`src/rtl/mips_pkg.sv`:
```
// Shared encodings for the multi-cycle MIPS core: opcodes, one-hot phase codes,
// error codes and the sequencer state type.
package mips_pkg;

  localparam logic [5:0] OP_RTYPE = 6'b000000;
  localparam logic [5:0] OP_LW    = 6'b011100;
  localparam logic [5:0] OP_SW    = 6'b011101;
  localparam logic [5:0] OP_BEQ   = 6'b100000;

  localparam logic [5:0] ST_IDLE   = 6'b000000;
  localparam logic [5:0] ST_FETCH  = 6'b000001;
  localparam logic [5:0] ST_DECODE = 6'b000010;
  localparam logic [5:0] ST_EXEC   = 6'b000100;
  localparam logic [5:0] ST_MEM    = 6'b001000;
  localparam logic [5:0] ST_WB     = 6'b010000;
  localparam logic [5:0] ST_PCUPD  = 6'b100000;
  localparam logic [5:0] ST_HALT   = 6'b000000;

  localparam logic [1:0] ERR_NONE    = 2'b00;
  localparam logic [1:0] ERR_ILLEGAL = 2'b01;
  localparam logic [1:0] ERR_TIMEOUT = 2'b10;

  typedef enum logic [2:0] {
    S_IDLE   = 3'd0,
    S_FETCH  = 3'd1,
    S_DECODE = 3'd2,
    S_EXEC   = 3'd3,
    S_MEM    = 3'd4,
    S_WB     = 3'd5,
    S_PCUPD  = 3'd6,
    S_HALT   = 3'd7
  } seq_state_e;

  function automatic logic op_is_legal(input logic [5:0] op);
    case (op)
      OP_RTYPE, OP_LW, OP_SW, OP_BEQ: op_is_legal = 1'b1;
      default:                        op_is_legal = 1'b0;
    endcase
  endfunction

  function automatic logic [5:0] state_onehot(input seq_state_e s);
    case (s)
      S_FETCH:  state_onehot = ST_FETCH;
      S_DECODE: state_onehot = ST_DECODE;
      S_EXEC:   state_onehot = ST_EXEC;
      S_MEM:    state_onehot = ST_MEM;
      S_WB:     state_onehot = ST_WB;
      S_PCUPD:  state_onehot = ST_PCUPD;
      S_HALT:   state_onehot = ST_HALT;
      default:  state_onehot = ST_IDLE;
    endcase
  endfunction

endpackage

```
`src/rtl/mips_state_sequencer_mem_wait_timer.sv`:
```
// Wait-state timer for a memory master: counts unacknowledged request cycles and
// flags the cycle on which one more miss would reach TIMEOUT.
module mem_wait_timer #(
  parameter int unsigned TIMEOUT = 15
) (
  input  logic clk,
  input  logic rst,
  input  logic clr,
  input  logic inc,
  output logic expire
);

  localparam logic [7:0] LAST = 8'(TIMEOUT - 1);

  logic [7:0] cnt_q;
  logic [7:0] cnt_d;

  // Next count: clear outside a wait, step on each missed ack.
  always_comb begin
    cnt_d = cnt_q;
    if (clr) begin
      cnt_d = 8'd0;
    end else if (inc) begin
      cnt_d = cnt_q + 8'd1;
    end else begin
      cnt_d = cnt_q;
    end
  end

  // Count register.
  always_ff @(posedge clk) begin
    if (rst) begin
      cnt_q <= 8'd0;
    end else begin
      cnt_q <= cnt_d;
    end
  end

  // Expire only on a miss, so an ack on the final allowed cycle still wins.
  assign expire = inc && (cnt_q == LAST);

endmodule

```
`src/rtl/mips_state_sequencer.sv`:
```
// Multi-cycle instruction sequencer: walks each instruction through
// FETCH/DECODE/EXEC/MEM/WB/PCUPD and halts on illegal opcodes or memory timeouts.
module mips_state_sequencer
  import mips_pkg::*;
#(
  parameter int unsigned TIMEOUT = 15,
  parameter int unsigned CNT_W   = 32
) (
  input  logic             clk,
  input  logic             rst,
  input  logic             start,
  input  logic [5:0]       opcode,
  input  logic             mem_ack,
  output logic [5:0]       state,
  output logic             mem_req,
  output logic             ir_write,
  output logic             pc_write,
  output logic             halted,
  output logic [1:0]       err_code,
  output logic [CNT_W-1:0] retired
);

  seq_state_e       state_q, state_d;
  logic [5:0]       op_q, op_d;
  logic [1:0]       err_q, err_d;
  logic [CNT_W-1:0] retired_q, retired_d;
  logic             wait_s;
  logic             expire_s;

  assign wait_s = (state_q == S_FETCH) || (state_q == S_MEM);

  mem_wait_timer #(.TIMEOUT(TIMEOUT)) u_timer (
    .clk    (clk),
    .rst    (rst),
    .clr    (!wait_s),
    .inc    (wait_s && !mem_ack),
    .expire (expire_s)
  );

  // Next-state, opcode latch, error and retire-count logic.
  always_comb begin
    state_d   = state_q;
    op_d      = op_q;
    err_d     = err_q;
    retired_d = retired_q;
    case (state_q)
      S_IDLE: begin
        if (start) state_d = S_FETCH;
        else       state_d = S_IDLE;
      end
      S_FETCH: begin
        if (mem_ack) begin
          state_d = S_DECODE;
        end else if (expire_s) begin
          state_d = S_HALT;
          err_d   = ERR_TIMEOUT;
        end else begin
          state_d = S_FETCH;
        end
      end
      S_DECODE: begin
        op_d = opcode;
        if (op_is_legal(opcode)) begin
          state_d = S_EXEC;
        end else begin
          state_d = S_HALT;
          err_d   = ERR_ILLEGAL;
        end
      end
      // Routing uses the latched opcode; the IR may change under us here.
      S_EXEC: begin
        case (op_q)
          OP_RTYPE:     state_d = S_WB;
          OP_LW, OP_SW: state_d = S_MEM;
          OP_BEQ:       state_d = S_PCUPD;
          default: begin
            state_d = S_HALT;
            err_d   = ERR_ILLEGAL;
          end
        endcase
      end
      S_MEM: begin
        if (mem_ack) begin
          if (op_q == OP_LW) state_d = S_WB;
          else               state_d = S_PCUPD;
        end else if (expire_s) begin
          state_d = S_HALT;
          err_d   = ERR_TIMEOUT;
        end else begin
          state_d = S_MEM;
        end
      end
      S_WB:    state_d = S_PCUPD;
      S_PCUPD: begin
        state_d   = S_FETCH;
        retired_d = retired_q + {{(CNT_W-1){1'b0}}, 1'b1};
      end
      S_HALT:  state_d = S_HALT;
      default: state_d = S_HALT;
    endcase
  end

  // Sequencer registers.
  always_ff @(posedge clk) begin
    if (rst) begin
      state_q   <= S_IDLE;
      op_q      <= 6'b000000;
      err_q     <= ERR_NONE;
      retired_q <= '0;
    end else begin
      state_q   <= state_d;
      op_q      <= op_d;
      err_q     <= err_d;
      retired_q <= retired_d;
    end
  end

  assign state    = state_onehot(state_q);
  assign mem_req  = wait_s;
  assign ir_write = (state_q == S_FETCH) && mem_ack;
  assign pc_write = (state_q == S_PCUPD);
  assign halted   = (state_q == S_HALT);
  assign err_code = err_q;
  assign retired  = retired_q;

endmodule

```
`config.mk`:
```
export PLATFORM = sky130hd
export DESIGN_NAME = mips_state_sequencer
export DESIGN_NICKNAME = d
export VERILOG_FILES = /design/src/rtl/mips_pkg.sv /design/src/rtl/mips_state_sequencer_mem_wait_timer.sv /design/src/rtl/mips_state_sequencer.sv
export SDC_FILE = /design/constraint.sdc
export NUM_CORES = 1
export LEC_CHECK = 0
export BUFFER_PORTS_ARGS = -buffer_cell sky130_fd_sc_hd__buf_4
export CAP_MARGIN = 20
export CORE_ASPECT_RATIO = 1.2
export CORE_MARGIN = 2
export CORE_UTILIZATION = 48
export DETAILED_ROUTE_END_ITERATION = 12
export GPL_ROUTABILITY_DRIVEN = 1
export PLACE_DENSITY = 0.75
export SLEW_MARGIN = 20
export SYNTH_ARGS = -nofsm -noshare
export SYNTH_HDL_FRONTEND = slang
export SYNTH_SLANG_ARGS = --single-unit
```
`constraint.sdc`:
```
create_clock -name clk -period 1.6 [get_ports clk]
set_input_delay 0.24 -clock clk [delete_from_list [all_inputs] [get_ports clk]]
set_output_delay 0.24 -clock clk [all_outputs]
set_load 0.03 [all_outputs]
```
==> impl_metrics.yaml, run 1 <==
layout:
  final_cells: 429
  layout-area-overhead-vs-synth_pct: 36.15
  seqCellArea_um2: 1069
  drive_gt1_frac: 0.3957
  fillers: 399
  num-nets-final: 381
  multi_input_comb_area_um2: 1411
  antenna_cells_inserted: 0
setup_path:
  r2r-end: "retired[22]"
  arrival_ps: 1770
  cpPeakStageDelay_ps: 380
  r2r-start: "retired[0]"
  timing.critical_path.required_ps: 1790
  timing.critical_path.cells: "ha_2 > and3_4 > nand4_1 > buf_4 > nor3_1 > xnor2_1 > nor2_1"
  cp.depth: 7
  timing.reg2reg.worst_path_depth: 7
  critical_path.slowest_cell: "sky130_fd_sc_hd__dfxtp_4"
  worst-path-max-fanout: 5
  worst-path-buf-inv: 1
  reg2reg_setup_slack_ps: 20
  path_class: "register to register"
  cp-end-kind: "register"
  worstSetupStartpointType: "register"
  critPathTopFamily: "simple AND/OR/NAND/NOR gates"
pwr:
  pwr_density_cell_nw_per_um2: 774.6
  total_leakage_power_nw: 1.362
  worst_ir_drop_vdd_uv: 683.6
yosys:
  yosys.area_share.xor_xnor: 0.1253
  synth_adder_area_share: 0.01534
  netlist-cell-type-count: 40
  postSynth.asyncResetShare: 0
  number_of_flops_mapped_to_enable_cells_by_yosys: 0
  cell_area_synth_um2: 2447
  synth.net_count: 306
  post_synth_and_or_nand_nor_area_fraction: 0.3113
  synth.avg_cell_area_um2: 8.353
  synth_warnings: 0
  portion_of_netlist_area_occupied_by_mux_cells: 0
  syn_inst_count: 293
  ys_dominant_reg_cell: "sky130_fd_sc_hd__dfxtp_1"
  synth-compound-area-share: 0.08691
  ys_seq_area_frac: 0.4172
  synth_top_family_by_area: "simple AND/OR/NAND/NOR gates"
  synth_seq_cells: 51
cts:
  tritoncts: "built"
  numCtsBuffers: 5
  htreeDepth: 2
  cts_root_buffer: "sky130_fd_sc_hd__clkbuf_8"
  numClockSinks: 51
  clk_pin_slew_worst_paths_ps: 90
  clock_latency_late_sink_ps: 310
  cts.path.max_buffers: 2
  ctsHoldBuffers: 0
routing:
  total_number_of_vias: 2294
  wirelength_um: 5857
  detail_route.vias_per_cell: 5.347
  drt_first_pass_iters: 4
  route.detailed.wl_per_inst_um: 13.65
  ant_nets: 0
  remaining_drc_errors: 0
  drt_first_iter_violations: 110
floorplan:
  die_height_um: 82.22
  floorplan.die.width_um: 69.19
  rows: 28
  num_io_pins: 54
  initial_utilization: 0.4954
  die_area_um2: 5688
  core_um2: 4940
placement:
  finalWeightedCongestion: 0.8577
  place.port_buffers: 53
  post-dp-hpwl_um: 4045
  dp.cells: 415
timing:
  relSlewSlack: 0.7206
  final.setup.tns_ps: 0
  finalHoldViolCount: 0
  setup_viol_count_final: 0
  rsz_0062_raised_after_global_routing: "yes"
  max_freq_mhz: 633.1
  whs_ps: 126.8
  slew_at_the_pin_with_the_worst_max_slew_slack_ps: 419.0
  timing.clock.skew_ps: 8.452
  finalCritPeriodShare: 0.9872
  slew_violations: 0
  finalWorstPathRequiredPeriod_ps: 1579
job:
  reported_max_cap_violation_count: 0
global_route:
  global_route.peak_usage_layer: "met2"
  grt_pass1_vias: 2145
  grt_max_degree: 41
  groute.layer.met1.usage: 0.2307
  number_of_antenna_violations_at_the_first_check_in_global_routing: 0
  wire_length_of_the_first_global_routing_pass_um: 9335
  global_router_s_overall_resource_usage: 0.2040
  globalRouteMet3Util: 0.03155
  overflow: 0
  use_met2: 0.3760
outcome:
  outcome: "completed"
min_path:
  whs_path_depth: 2
  min_to: "err_code[0]"
  hold_path_startpoint: "rst"
  hold_path.class: "input port to register"
[state kept, by name, summed over array words and instances, names as in the netlist]
name / count
op_q: 6
retired: 32
err_code: 2
state_q: 3
u_timer.cnt_q: 8
[Yosys cell counts (all sizes together), types with 4 or more instances]
cell / n / area, um^2
a21oi: 18 / 90.09
and3: 6 / 37.54
and4: 8 / 70.07
buf: 6 / 43.79
clkbuf: 11 / 41.29
dfxtp: 51 / 1021
inv: 6 / 22.52
nand2: 21 / 78.83
nand3: 16 / 85.08
nand4: 12 / 75.07
nor2: 46 / 175.2
nor2b: 7 / 43.79
nor3: 6 / 30.03
nor4: 4 / 25.02
o21ai: 13 / 65.06
or3: 6 / 42.54
xnor2: 10 / 87.58
xor2: 25 / 219.0
[worst max path at each step]
stage,to,slack [ps],startpoint
after floorplan,ir_write,-60,state_q[1]
after global placement,state_q[2],10,opcode[3]
after detailed placement,state_q[2],-30,opcode[3]
after CTS,retired[28],6,retired[0]
after global routing,retired[22],-60,retired[0]
final,retired[22],20,retired[0]
[cell usage in the layout (no fill, tap or decap), drive strengths merged, types with 7 or more instances in the layout]
cell type / instances
a21oi: 18
and4: 8
buf: 85
dfxtp: 51
nand2: 21
nand3: 16
nand4: 12
nor2: 46
nor2b: 7
o21ai: 13
xnor2: 10
xor2: 25
[worst reg2reg max path: cells and delay by family, from the launching register on]
family                     cells  cell delay [ps]
adders and majority gates      1              180
xor gates and xnor gates       1              140
DFF                            1              380
and+or+nand+nor                4              560
buffers and inverters          1              200
[stage by stage]
stage                     total power [W]  setup WS [ps]  area [um^2]    util
after global placement           0.001784          11.55         3089  0.6254
final                            0.002581          20.53         3332  0.6745
after floorplan                  0.001655         -61.84         2506       -
after detailed placement         0.001787         -25.13         3089  0.6254
after CTS                        0.002554          5.612         3219  0.6517
after global routing             0.002691         -60.10         3332  0.6745
[area by class of cell]
| type | instances | share of cell area |
|---|---|---|
| Timing Repair Buffer | 85 | 0.1994 |
| Sequential cell | 51 | 0.3207 |
| Clock inverter | 2 | 0.003380 |
| Tap cell | 60 | 0.02253 |
| Clock buffer | 6 | 0.02178 |
| Multi-Input combinational cell | 219 | 0.4236 |
| Inverter | 6 | 0.008637 |
[per-layer routing]
metal / up-vias / routed length (um)
li1: 1156 / -
met1: 1087 / 2567
met2: 46 / 2985
met3: 5 / 215
met4: 0 / 89
met5: - / 0
[report_power, final]
group          internal [W]  switching (W)
Clock              0.000308       0.000430
Combinational      0.000218       0.000296
Sequential          0.00129      0.0000348
[cell families (layout without fill, tap and decap cells)]
logic type	count (synthesis)	in the layout
AND/OR/NAND/NOR	143	143
flip-flops	51	51
AO/OA/AOI/OAI	38	38
XOR/XNOR	35	35
buffers and inverters	23	99
adder cells (fa/ha/maj)	3	3
[timing repair]
action	4_1_cts	5_1_grt
resized for setup	6	23
pin swaps	0	4
buffers inserted	3	3
endpoints found under the setup margin	5	23
Note: power is estimated with default switching activity, not from simulation.
==> run 2, diff against run 1 <==
==> constraint.sdc (replaced) <==
create_clock -name clk -period 1.6 [get_ports clk]
set_input_delay 0.24 -clock clk [delete_from_list [all_inputs] [get_ports clk]]
set_output_delay 0.24 -clock clk [all_outputs]
set_load 0.02 [all_outputs]
==> run 2 against run 1 <==
  * Via count is 1.4% higher
  * Cell area is 0.11% lower
  * Flip-flop and latch count stayed put
  * Fmax is 0.67% higher
  * Critical endpoint is now retired[21]
  * Largest cell class unchanged
==> impl_metrics.yaml, run 2 (synthesis results as in run 1) <==
cts:
  cts.path.max_buffers: 2
  tritoncts: "built"
  numClockSinks: 51
  numCtsBuffers: 5
  htreeDepth: 2
  clock_latency_late_sink_ps: 300
  cts_root_buffer: "sky130_fd_sc_hd__clkbuf_8"
  clk_pin_slew_worst_paths_ps: 90
placement:
  finalWeightedCongestion: 0.8540
  place.port_buffers: 53
  placement.cell_area_um2: 3085
  dp.cells: 419
  post-dp-hpwl_um: 4146
global_route:
  grt_pass1_vias: 2048
  global_router_s_overall_resource_usage: 0.2061
  grt_max_degree: 33
  wire_length_of_the_first_global_routing_pass_um: 9404
  number_of_antenna_violations_at_the_first_check_in_global_routing: 0
  overflow: 0
timing:
  final.setup.tns_ps: 0
  timing.clock.skew_ps: 4.358
  rsz_0062_raised_after_global_routing: "yes"
  slew_violations: 0
  relSlewSlack: 0.7200
  finalCritPeriodShare: 0.9806
  finalHoldViolCount: 0
  max_freq_mhz: 637.3
  setup_viol_count_final: 0
  slew_at_the_pin_with_the_worst_max_slew_slack_ps: 414.6
  finalWorstPathRequiredPeriod_ps: 1569
setup_path:
  worst-path-max-fanout: 5
  arrival_ps: 1760
  worst-path-buf-inv: 0
  cp-end-kind: "register"
  timing.critical_path.required_ps: 1790
  critical_path.slowest_cell: "sky130_fd_sc_hd__or3_4"
  critPathTopFamily: "simple AND/OR/NAND/NOR gates"
  worstSetupStartpointType: "register"
  path_class: "register to register"
  timing.critical_path.cells: "nand3b_4 > or3_4 > nor4_1 > xnor2_1 > nor2_1"
  cpPeakStageDelay_ps: 430
routing:
  route.detailed.wl_per_inst_um: 13.77
  drt_first_iter_violations: 132
  drt_first_pass_iters: 4
  wirelength_um: 5922
  remaining_drc_errors: 0
  ant_nets: 0
  total_number_of_vias: 2327
  detail_route.vias_per_cell: 5.412
layout:
  num-nets-final: 383
  largest_register_ff_count: 32
  layout_commonest_cell: "sky130_fd_sc_hd__buf_4"
  drive_gt1_frac: 0.3730
  layout-area-overhead-vs-synth_pct: 35.99
  antenna_cells_inserted: 0
  design_area_um2: 3328
  final_util: 0.6738
  most-common-layout-cells: "84 x sky130_fd_sc_hd__buf_4, 42 x sky130_fd_sc_hd__nor2_1, 34 x sky130_fd_sc_hd__dfxtp_1"
  final_cells: 430
pwr:
  total_leakage_power_nw: 1.381
  worst_ir_drop_vdd_uv: 629.4
  pwr_density_cell_nw_per_um2: 776.0
floorplan:
  die_height_um: 82.22
  rows: 28
  num_io_pins: 54
  core_um2: 4940
  initial_utilization: 0.4954
  die_area_um2: 5688
  floorplan.die.width_um: 69.19
min_path:
  hold_path.class: "input port to register"
outcome:
  outcome: "completed"
job:
  reported_max_cap_violation_count: 0
-- run 2: cell count changes in the layout (fill, tap and decap cells not counted), sizes merged --
cell / change
inv: -1
buf: +2
-- run 2: path summary, 6_finish.rpt --
| check | startpoint | end | slack, ps | depth (start not counted) |
|---|---|---|---|---|
| hold / removal | opcode[0] | op_q[0] | 200 | 3 |
| setup / recovery | state_q[1] | retired[21] | 30 | 5 |
| setup reg to reg | state_q[1] | retired[21] | 30 | 5 |
| hold reg to reg | err_code[0] | err_code[0] | 470 | 2 |
-- run 2: layout make-up --
cell class | count | area [um^2]
clock buffers | 6 | 82.58
clock inverters | 1 | 5.005
fillers | 402 | 1612
inverters | 6 | 26.28
multi-input cells | 219 | 1430
flip-flops and latches | 51 | 1045
well taps | 60 | 75.07
repair buffers | 87 | 664.4
-- run 2: layer usage --
metal | up-vias | routed length [um] | share of wire | global-route usage
met3 | 10 | 300 | 0.051 | 0.04733
li1 | 1154 | - | - | -
met4 | 0 | 104 | 0.018 | 0.08627
met2 | 68 | 2973 | 0.50 | 0.3471
met1 | 1095 | 2545 | 0.43 | 0.2569
met5 | - | 0 | 0 | 0
-- run 2: power by group --
part | leakage [nW] | total (W) | switching, W | internal [W]
clock | 0.0470 | 0.000752 | 0.000411 | 0.000340
combinational | 0.913 | 0.000498 | 0.000285 | 0.000213
sequential | 0.420 | 0.00133 | 0.0000323 | 0.00130
-- run 2: worst min-delay path, stage by stage --
cell and delay, ps:
sky130_fd_sc_hd__buf_4 110, sky130_fd_sc_hd__nand2_1 50, sky130_fd_sc_hd__a21oi_1 50
-- run 2: per-stage QoR --
step	total power [W]	setup slack [ps]	hold WS [ps]
after floorplan	0.001634	-1.947	376.0
after global placement	0.001761	19.52	447.6
after detailed placement	0.001767	-32.35	455.6
after CTS	0.002540	4.572	186.9
after global routing	0.002695	-63.22	198.0
final	0.002583	30.98	197.0
-- run 2: timing repair --
action | CTS | global route
hold buffers | 0 | 0
gates resized for setup | 6 | 22
pin swaps | 0 | 4
endpoints found under the setup margin | 6 | 21
setup buffers | 2 | 2
==> run 3, diff against run 2 <==
==> constraint.sdc (replaced) <==
create_clock -name clk -period 1.6 [get_ports clk]
set_input_delay 0.4 -clock clk [delete_from_list [all_inputs] [get_ports clk]]
set_output_delay 0.4 -clock clk [all_outputs]
set_load 0.02 [all_outputs]
==> run 3 against run 2 <==
  * Clock power decreased by 4.5%
  * Count of clock-buffer cells in the layout rose by 1
  * Cell area rose by 5.5%
  * Global-route usage rose by 0.38 points
  * Flip-flop and latch count unchanged
  * Worst hold slack improved by 150 ps
  * Clock skew up 5.2 ps
  * Non-clock buffer count rose by 12
  * Sequential power is essentially flat
  * The run now ends with setup timing left
==> impl_metrics.yaml, run 3 (synthesis results as in run 1) <==
timing:
  max_freq_mhz: 607.4
  slew_violations: 0
  timing.clock.skew_ps: 9.576
  timing.final.ws_setup_ps: -46.32
  finalHoldViolCount: 0
  finalWorstPathRequiredPeriod_ps: 1646
  slew_at_the_pin_with_the_worst_max_slew_slack_ps: 454.8
  finalCritPeriodShare: 1.029
  setup_viol_count_final: 5
  whs_ps: 344.6
  relSlewSlack: 0.6968
  rsz_0062_raised_after_global_routing: "yes"
layout:
  drive_gt1_frac: 0.4047
  final_cells: 443
  antenna_cells_inserted: 0
  final_util: 0.7105
  most-common-layout-cells: "87 x sky130_fd_sc_hd__buf_4, 41 x sky130_fd_sc_hd__nor2_1, 31 x sky130_fd_sc_hd__dfxtp_1"
  layout_commonest_cell: "sky130_fd_sc_hd__buf_4"
  fillers: 378
  num-nets-final: 395
  layout-area-overhead-vs-synth_pct: 43.41
  largest_register_ff_count: 32
placement:
  post-dp-hpwl_um: 4203
  dp_slack_ps: -209.5
  dp.cells: 428
  finalWeightedCongestion: 0.8673
  place.port_buffers: 53
floorplan:
  die_height_um: 82.22
  floorplan.die.width_um: 69.19
  die_area_um2: 5688
  rows: 28
  initial_utilization: 0.4954
  core_um2: 4940
  num_io_pins: 54
setup_path:
  worst-path-buf-inv: 2
  worst-path-max-fanout: 5
  worstSetupStartpointType: "register"
  critPathTopFamily: "flip-flops"
  timing.critical_path.cells: "buf_8 > nor3_4 > and2_4 > buf_6"
  cpPeakStageDelay_ps: 370
  critical_path.slowest_cell: "sky130_fd_sc_hd__dfxtp_4"
  r2r-start: "retired[7]"
  reg2reg_setup_slack_ps: 70
  setup.worst_path.end: "ir_write"
  startpoint: "state_q[2]"
  timing.reg2reg.worst_path_depth: 4
  cp-end-kind: "output port"
  timing.critical_path.required_ps: 1200
  cp.depth: 4
  r2r-end: "retired[10]"
  arrival_ps: 1250
  path_class: "register to output port"
routing:
  wirelength_um: 6076
  ant_nets: 0
  drt_first_iter_violations: 95
  drt_first_pass_iters: 4
  route.detailed.wl_per_inst_um: 13.72
  remaining_drc_errors: 0
  detail_route.vias_per_cell: 5.361
  total_number_of_vias: 2375
cts:
  numClockSinks: 51
  tritoncts: "built"
  numCtsBuffers: 5
  ctsHoldBuffers: 0
  cts_root_buffer: "sky130_fd_sc_hd__clkbuf_8"
  htreeDepth: 2
  clock_latency_late_sink_ps: 310
  clk_pin_slew_worst_paths_ps: 90
  cts.path.max_buffers: 2
global_route:
  grt_pass1_vias: 2184
  overflow: 0
  number_of_antenna_violations_at_the_first_check_in_global_routing: 0
  wire_length_of_the_first_global_routing_pass_um: 9701
  grt_max_degree: 44
  global_router_s_overall_resource_usage: 0.2099
pwr:
  totalPowerFinal_w: 0.002652
  total_leakage_power_nw: 1.466
  pwr_density_cell_nw_per_um2: 755.5
  worst_ir_drop_vdd_uv: 721.1
min_path:
  hold_path.class: "input port to register"
outcome:
  failed_checks: "setup timing"
  outcome: "finished, violations left"
job:
  reported_max_cap_violation_count: 0
-- run 3: cell count changes in the layout (fill, tap and decap cells not counted), sizes merged --
cell,before,now
clkbuf,6,8
clkinvlp,1,0
buf,87,98
inv,5,6
-- run 3: tightest hold or removal path: cells and delay by family --
family / cells / cell delay (ps)
and+or+nand+nor: 1 / 50
AOI/OAI and AO/OA: 1 / 50
buffers and inverters: 1 / 110
-- run 3: area by class of cell --
cell class	count	area, um^2	area share
Clock buffer	7	76.32	0.02175
Clock inverter	1	5.005	0.001426
Tap cell	60	75.07	0.02139
Multi-Input combinational cell	219	1465	0.4175
Sequential cell	51	1051	0.2995
Timing Repair Buffer	99	809.5	0.2307
Inverter	6	27.53	0.007843
-- run 3: power by group --
| part | internal (W) | leakage [nW] | total (W) | switching (W) |
|---|---|---|---|---|
| Combinational | 0.000288 | 1.00 | 0.000594 | 0.000306 |
| Sequential | 0.00130 | 0.422 | 0.00134 | 0.0000364 |
| Clock | 0.000308 | 0.0422 | 0.000718 | 0.000410 |
-- run 3: per-stage QoR --
step / instance area [um^2] / setup TNS [ps]
after global routing: 3510 / -447.1
after floorplan: 2476 / -17.23
final: 3510 / -130.7
after CTS: 3363 / -69.66
after global placement: 3156 / -257.9
after detailed placement: 3156 / -366.4
-- run 3: what timing repair did --
action / in CTS / in global routing
endpoints found under the hold margin: 0 / 0
pin swaps: 4 / 6
gates resized for setup: 25 / 26
setup endpoints to repair: 10 / 27
gates cloned: 0 / 1
setup buffers: 4 / 3
-- run 3: per-layer routing --
metal	up-vias	part of all wire	GRT usage
met5	-	0	0
met4	0	0.013	0.06275
met3	8	0.036	0.04126
met2	54	0.52	0.3894
met1	1121	0.43	0.2476
li1	1192	-	-
-- run 3: worst min-delay path by stage --
stage	startpoint	end	cells past startpoint
after floorplan	op_q[0]	op_q[0]	2
after detailed placement	err_code[0]	err_code[0]	2
after global routing	opcode[1]	op_q[1]	3
final	opcode[1]	op_q[1]	3
after CTS	opcode[1]	op_q[1]	3
after global placement	err_code[0]	err_code[0]	2
